<file path="config.mk">
export PLATFORM = sky130hd
export DESIGN_NAME = mem_arbiter_flat
export DESIGN_NICKNAME = d
export VERILOG_FILES = /design/src/rtl/mem_arbiter_if.sv /design/src/rtl/mem_arbiter.sv /design/src/flat_wrapper.sv
export SDC_FILE = /design/constraint.sdc
export NUM_CORES = 1
export LEC_CHECK = 0
export CORE_AREA = 2 2 87 172
export DETAILED_ROUTE_END_ITERATION = 16
export DIE_AREA = 0 0 89 174
export HOLD_SLACK_MARGIN = 0.06
export PLACE_DENSITY = 0.85
export SETUP_SLACK_MARGIN = 0.05
export SLEW_MARGIN = 25
export SYNTH_ARGS = -nofsm -noshare
export SYNTH_HDL_FRONTEND = slang
export SYNTH_SLANG_ARGS = --single-unit
</file>
<file path="constraint.sdc">
create_clock -name clk -period 4.1 [get_ports clk]
set_clock_uncertainty 0.05 [all_clocks]
set_input_delay 0.82 -clock clk [delete_from_list [all_inputs] [get_ports clk]]
set_output_delay 0.82 -clock clk [all_outputs]
set_load 0.02 [all_outputs]
</file>
<file path="src/rtl/mem_arbiter_if.sv">
// mem_arbiter_if: core port, external port and memory-side signals of the unified memory arbiter
interface mem_arbiter_if;
  logic        c_req, c_we, x_req, x_we;
  logic [31:0] c_addr, c_wdata, x_addr, x_wdata;
  logic        c_gnt, x_gnt, c_rvalid, x_rvalid;
  logic [31:0] c_rdata, x_rdata;
  logic        mem_en, mem_we;
  logic [31:0] mem_addr, mem_wdata, mem_rdata;
  logic        busy;
  modport slave (
    input  c_req, c_we, c_addr, c_wdata, x_req, x_we, x_addr, x_wdata, mem_rdata,
    output c_gnt, x_gnt, c_rvalid, x_rvalid, c_rdata, x_rdata,
           mem_en, mem_we, mem_addr, mem_wdata, busy
  );
  modport master (
    output c_req, c_we, c_addr, c_wdata, x_req, x_we, x_addr, x_wdata, mem_rdata,
    input  c_gnt, x_gnt, c_rvalid, x_rvalid, c_rdata, x_rdata,
           mem_en, mem_we, mem_addr, mem_wdata, busy
  );
endinterface

</file>
<file path="src/rtl/mem_arbiter.sv">
// mem_arbiter: round-robin two-port arbiter and fixed-latency access sequencer for the unified memory
module mem_arbiter #(
  parameter int MEM_LATENCY = 1
) (
  input  logic        clk,
  input  logic        rst,
  mem_arbiter_if.slave bus
);
  if (MEM_LATENCY < 1 || MEM_LATENCY > 4) begin : g_bad_latency
    $error("mem_arbiter: MEM_LATENCY must be in 1..4");
  end
  typedef enum logic [1:0] {IDLE, ISSUE, WAIT} state_t;
  state_t     state;
  logic       sel;
  logic       last;
  logic       we_r;
  logic [2:0] cnt;
  logic       pick;
  // winner of the current arbitration: a lone requester, or on a tie the port that did not go last
  always_comb pick = (bus.c_req && bus.x_req) ? !last : bus.x_req;
  // strobes and grants are decoded from the state register so no request reaches them combinationally
  assign bus.mem_en = state == ISSUE;
  assign bus.mem_we = state == ISSUE && we_r;
  assign bus.c_gnt  = state == ISSUE && !sel;
  assign bus.x_gnt  = state == ISSUE && sel;
  assign bus.busy   = state != IDLE;
  // sequencer: latch the winner, issue one access, count the read latency, return data
  always_ff @(posedge clk or negedge rst)
    if (!rst) begin
      state         <= IDLE;
      sel           <= 1'b0;
      last          <= 1'b1;
      we_r          <= 1'b0;
      cnt           <= '0;
      bus.mem_addr  <= '0;
      bus.mem_wdata <= '0;
      bus.c_rdata   <= '0;
      bus.x_rdata   <= '0;
      bus.c_rvalid  <= 1'b0;
      bus.x_rvalid  <= 1'b0;
    end else begin
      bus.c_rvalid <= 1'b0;
      bus.x_rvalid <= 1'b0;
      case (state)
        IDLE: if (bus.c_req || bus.x_req) begin
          sel           <= pick;
          last          <= pick;
          we_r          <= pick ? bus.x_we : bus.c_we;
          bus.mem_addr  <= pick ? bus.x_addr : bus.c_addr;
          bus.mem_wdata <= pick ? bus.x_wdata : bus.c_wdata;
          state         <= ISSUE;
        end
        ISSUE: begin
          cnt   <= 3'(MEM_LATENCY);
          state <= WAIT;
        end
        WAIT: if (cnt == 3'd1) begin
          if (!we_r && sel) bus.x_rdata <= bus.mem_rdata;
          if (!we_r && !sel) bus.c_rdata <= bus.mem_rdata;
          bus.x_rvalid <= sel;
          bus.c_rvalid <= !sel;
          state        <= IDLE;
        end else cnt <= cnt - 3'd1;
        default: state <= IDLE;
      endcase
    end
endmodule

</file>
<file path="src/flat_wrapper.sv">
// flat-port wrapper written by rule: the top's interface ports become plain ports
module mem_arbiter_flat 
#(
  parameter int MEM_LATENCY = 1
)
  (clk, rst, bus_c_req, bus_c_we, bus_c_addr, bus_c_wdata, bus_x_req, bus_x_we, bus_x_addr, bus_x_wdata, bus_mem_rdata, bus_c_gnt, bus_x_gnt, bus_c_rvalid, bus_x_rvalid, bus_c_rdata, bus_x_rdata, bus_mem_en, bus_mem_we, bus_mem_addr, bus_mem_wdata, bus_busy);
  mem_arbiter_if bus_i ();
  input  logic clk;
  input  logic rst;
  input wire logic [$bits(bus_i.c_req)-1:0] bus_c_req;
  input wire logic [$bits(bus_i.c_we)-1:0] bus_c_we;
  input wire logic [$bits(bus_i.c_addr)-1:0] bus_c_addr;
  input wire logic [$bits(bus_i.c_wdata)-1:0] bus_c_wdata;
  input wire logic [$bits(bus_i.x_req)-1:0] bus_x_req;
  input wire logic [$bits(bus_i.x_we)-1:0] bus_x_we;
  input wire logic [$bits(bus_i.x_addr)-1:0] bus_x_addr;
  input wire logic [$bits(bus_i.x_wdata)-1:0] bus_x_wdata;
  input wire logic [$bits(bus_i.mem_rdata)-1:0] bus_mem_rdata;
  output wire logic [$bits(bus_i.c_gnt)-1:0] bus_c_gnt;
  output wire logic [$bits(bus_i.x_gnt)-1:0] bus_x_gnt;
  output wire logic [$bits(bus_i.c_rvalid)-1:0] bus_c_rvalid;
  output wire logic [$bits(bus_i.x_rvalid)-1:0] bus_x_rvalid;
  output wire logic [$bits(bus_i.c_rdata)-1:0] bus_c_rdata;
  output wire logic [$bits(bus_i.x_rdata)-1:0] bus_x_rdata;
  output wire logic [$bits(bus_i.mem_en)-1:0] bus_mem_en;
  output wire logic [$bits(bus_i.mem_we)-1:0] bus_mem_we;
  output wire logic [$bits(bus_i.mem_addr)-1:0] bus_mem_addr;
  output wire logic [$bits(bus_i.mem_wdata)-1:0] bus_mem_wdata;
  output wire logic [$bits(bus_i.busy)-1:0] bus_busy;
  assign bus_i.c_req = bus_c_req;
  assign bus_i.c_we = bus_c_we;
  assign bus_i.c_addr = bus_c_addr;
  assign bus_i.c_wdata = bus_c_wdata;
  assign bus_i.x_req = bus_x_req;
  assign bus_i.x_we = bus_x_we;
  assign bus_i.x_addr = bus_x_addr;
  assign bus_i.x_wdata = bus_x_wdata;
  assign bus_i.mem_rdata = bus_mem_rdata;
  assign bus_c_gnt = bus_i.c_gnt;
  assign bus_x_gnt = bus_i.x_gnt;
  assign bus_c_rvalid = bus_i.c_rvalid;
  assign bus_x_rvalid = bus_i.x_rvalid;
  assign bus_c_rdata = bus_i.c_rdata;
  assign bus_x_rdata = bus_i.x_rdata;
  assign bus_mem_en = bus_i.mem_en;
  assign bus_mem_we = bus_i.mem_we;
  assign bus_mem_addr = bus_i.mem_addr;
  assign bus_mem_wdata = bus_i.mem_wdata;
  assign bus_busy = bus_i.busy;
  mem_arbiter #(.MEM_LATENCY(MEM_LATENCY)) u_core (.clk(clk), .rst(rst), .bus(bus_i));
endmodule
</file>
==> impl_metrics.csv <==
group,metric,value,unit
timing,hold_viol_final,0,
global_routing,grt_max_degree,87,
yosys,ys_types,33,
yosys,yosysSeqAreaShare,0.564,
global_routing,grt_pass1_vias,5859,
timing,rsz0062_at_grt,"no",
place,dpl.hpwl,14000,um
detailed_routing,drtPass1Iterations,5,
yosys,synth_cells,478,
worst_setup_path,startpoint_type,"register",
floorplan,die_w,89,um
floorplan,start_util,0.429,
detailed_routing,drc,0,
power,vdd_drop_max,0.374,mV
place,io_buffers,300,
cts,clk_pin_slew,0.06,ns
detailed_routing,drt_iter0_drc,164,
yosys,synthMuxAreaShare,0.140,
cts,cts_made_buffers,17,
timing,fin_crit,2.98,ns
global_routing,antenna_found_initial,0,
power,clkPwrFrac,0.213,
final_layout,fin_area,9890,um^2
final_layout,synthToLayoutAreaGrowth,61.4,%
power,power.density,864,nW/um^2
final_layout,final_cell_mix,"clkdlybuf4s50_1 (299), dfrtp_1 (137), a211oi_1 (66)",
floorplan,ios,301,
timing,post-route-period-util,0.728,
yosys,avgSynthCellArea,12.8,um^2
floorplan,coreArea,14300,um^2
yosys,synth_warnings,0,
global_routing,grt_pass1_wl,30800,um
timing,slew_headroom,0.393,
cts,ctsResizeCount,0,
job,drv_cap,0,
timing,finalSetupViolCount,0,
timing,worst_slew_pin_slew,0.906,ns
global_routing,grt.total_usage,0.261,
worst_setup_path,end_kind,"output port",
place,place_area,9200,um^2
yosys,synth-simple-area-share,0.0623,
cts,cts_tree,"built",
power,sw_frac_of_total,0.359,
cts,clock_latency,0.42,ns
final_layout,final_nets,928,
yosys,synth_fa_ha_area_frac,0.00408,
final_layout,final_common_cell,"clkdlybuf4s50_1",
floorplan,die_area,15500,um^2
place,dp_cells,933,
yosys,yosysTopAreaCell,"dfrtp_1",
final_layout,postLayoutCoreUtil,0.693,
worst_setup_path,crit_arrival,2.11,ns
hold_path,hp-class,"primary input to async pin",
timing,fin_tns_setup,0,ns
worst_setup_path,critPathTopFamily,"buffers and inverters",
detailed_routing,viasPerCell,5.51,
worst_setup_path,cpMostUsedCell,"nor2b_1",
detailed_routing,totalWireLength,20000,um
worst_setup_path,reg2reg_depth,5,
final_layout,n_antenna_cell,0,
yosys,synth_top_area_share,0.560,
cts,cts.sinks,138,
power,pwr-share-seq,0.293,
detailed_routing,drtAntennaViolNets,0,
worst_setup_path,path_depth,3,
floorplan,rows,62,
final_layout,fill_cells,1016,
yosys,synth_xor_area_frac,0,
worst_setup_path,cp_cell_sequence,"nor2b_1 -> nor2b_1 -> clkdlybuf4s50_1",
detailed_routing,wl_per_cell,20.7,um
place,gp_congestion,0.849,
run_status,status,"finished, final reports clean",
yosys,yosys_register_bits,138,
worst_setup_path,crit_type,"register to output port",
yosys,syn_nets,646,
global_routing,gr-total-overflow,0,
cts,cts_htree_levels,4,
worst_setup_path,critPathRequiredTime,3.23,ns
worst_setup_path,critical_path_buf_inv_count,1,
detailed_routing,route.vias.total,5312,
power,p_leak,4.18,nW
worst_setup_path,crit_path_top_delay_cell,"clkdlybuf4s50_1",
power,finalPower,8.55,mW
final_layout,final_cells,964,
cts,cts_buffer_depth,2,
worst_setup_path,max_stage_delay,0.62,ns
yosys,synth_area_leaders,"dfrtp_1 (56%), a2bb2oi_1 (9.3%), a211oi_1 (8.1%), mux2_4 (7.4%), mux2_2 (6.4%)",
yosys,syn-cell-area,6130,um^2
cts,postCtsHoldBufs,0,
timing,fmaxAchievable,335,MHz
floorplan,die_y,174,um
power,switchingPower,3.07,mW
power,p_comb_frac,0.494,
timing,maxSlewViolCount,0,
power,intPower,5.48,mW
yosys,synth_compound_area_frac,0.185,
cts,post_cts_buffers,0,
cts,clockRootBuffer,"clkbuf_16",
worst_setup_path,critPathMaxFanout,11,
final_layout,drive_gt1_frac,0.145,
yosys,synth_top_family_by_area,"compound AO/OA/AOI/OAI gates",
## cell families after synthesis
group                      Yosys count
AOI/OAI and AO/OA                  140
DFF                                138
and+or+nand+nor                     84
muxes                               66
buffers and inverters               48
adders and majority gates            2
## synthesized netlist by cell type, drive strengths merged
cell type / count
dfrtp: 137
a211oi: 66
mux2: 66
a2bb2oi: 65
nand2: 65
buf: 24
clkbuf: 21
and2: 4
a21o: 3
inv: 3
nor2: 3
nor2b: 3
a21oi: 2
and3: 2
ha: 2
a21bo: 1
a21boi: 1
a221o: 1
a221oi: 1
and4bb: 1
dfstp: 1
nand2b: 1
nand3b: 1
nand4bb: 1
nor4b: 1
or2: 1
or3: 1
## layout make-up
type	count	area (um^2)	area share
Clock buffer	20	447	0.0452
Multi-Input combinational cell	292	2420	0.245
Timing Repair Buffer	308	3080	0.311
Inverter	3	11.3	0.00114
Clock inverter	11	243	0.0245
Sequential cell	138	3450	0.349
Tap cell	192	240	0.0243
## path summary, 6_finish.rpt
path                                              from                       to  slack (ns)
min in group clk                u_core.bus.x_rdata[20]   u_core.bus.x_rdata[20]        0.45
max in group asynchronous                          rst   u_core.bus.c_rdata[16]        2.80
worst max register to register         u_core.state[1]  u_core.bus.mem_addr[26]        1.66
worst max-delay path                   u_core.state[0]                bus_c_gnt        1.12
worst min-delay path                               rst    u_core.bus.c_rdata[6]        0.40
worst min register to register  u_core.bus.x_rdata[20]   u_core.bus.x_rdata[20]        0.45
## worst reg2reg max path, delay by kind of cell (launching register included)
kind            cells  cell delay (ns)
compound gates      1             0.25
buf+inv             2             0.75
simple gates        2             0.80
flops               1             0.49
## sequential cells by signal, indices dropped and copies added (netlist names)
name,cells
u_core.bus.mem_wdata,32
u_core.bus.mem_addr,32
u_core.sel,1
u_core.bus.x_rvalid,1
u_core.we_r,1
u_core.cnt,3
u_core.bus.c_rvalid,1
u_core.bus.c_rdata,32
u_core.state,2
u_core.last,1
u_core.bus.x_rdata,32
## power by group through the flow
stage	clock network (mW)	logic [mW]	registers, mW
global placement	0	4.10	2.45
finish	1.82	4.23	2.50
global route	1.91	4.45	2.58
CTS	1.84	4.26	2.50
floorplan	0	1.57	3.22
detailed placement	0	4.24	2.49
## layer usage
layer / up-vias / global-route usage / routed length [um]
met5: - / 0 / 0
met4: 0 / 0.147 / 1150
met3: 78 / 0.0726 / 1340
met2: 309 / 0.444 / 10400
met1: 2590 / 0.282 / 7050
li1: 2335 / - / -
## per-stage QoR
stage | hold WS (ns) | setup slack (ns)
2_1_floorplan | 0.443 | 1.89
3_3_place_gp | 0.426 | 1.28
3_5_place_dp | 0.439 | 1.15
4_1_cts | 0.440 | 1.08
5_1_grt | 0.463 | 0.952
6_report | 0.399 | 1.12
No activity file was read; power rests on OpenSTA's default activity.
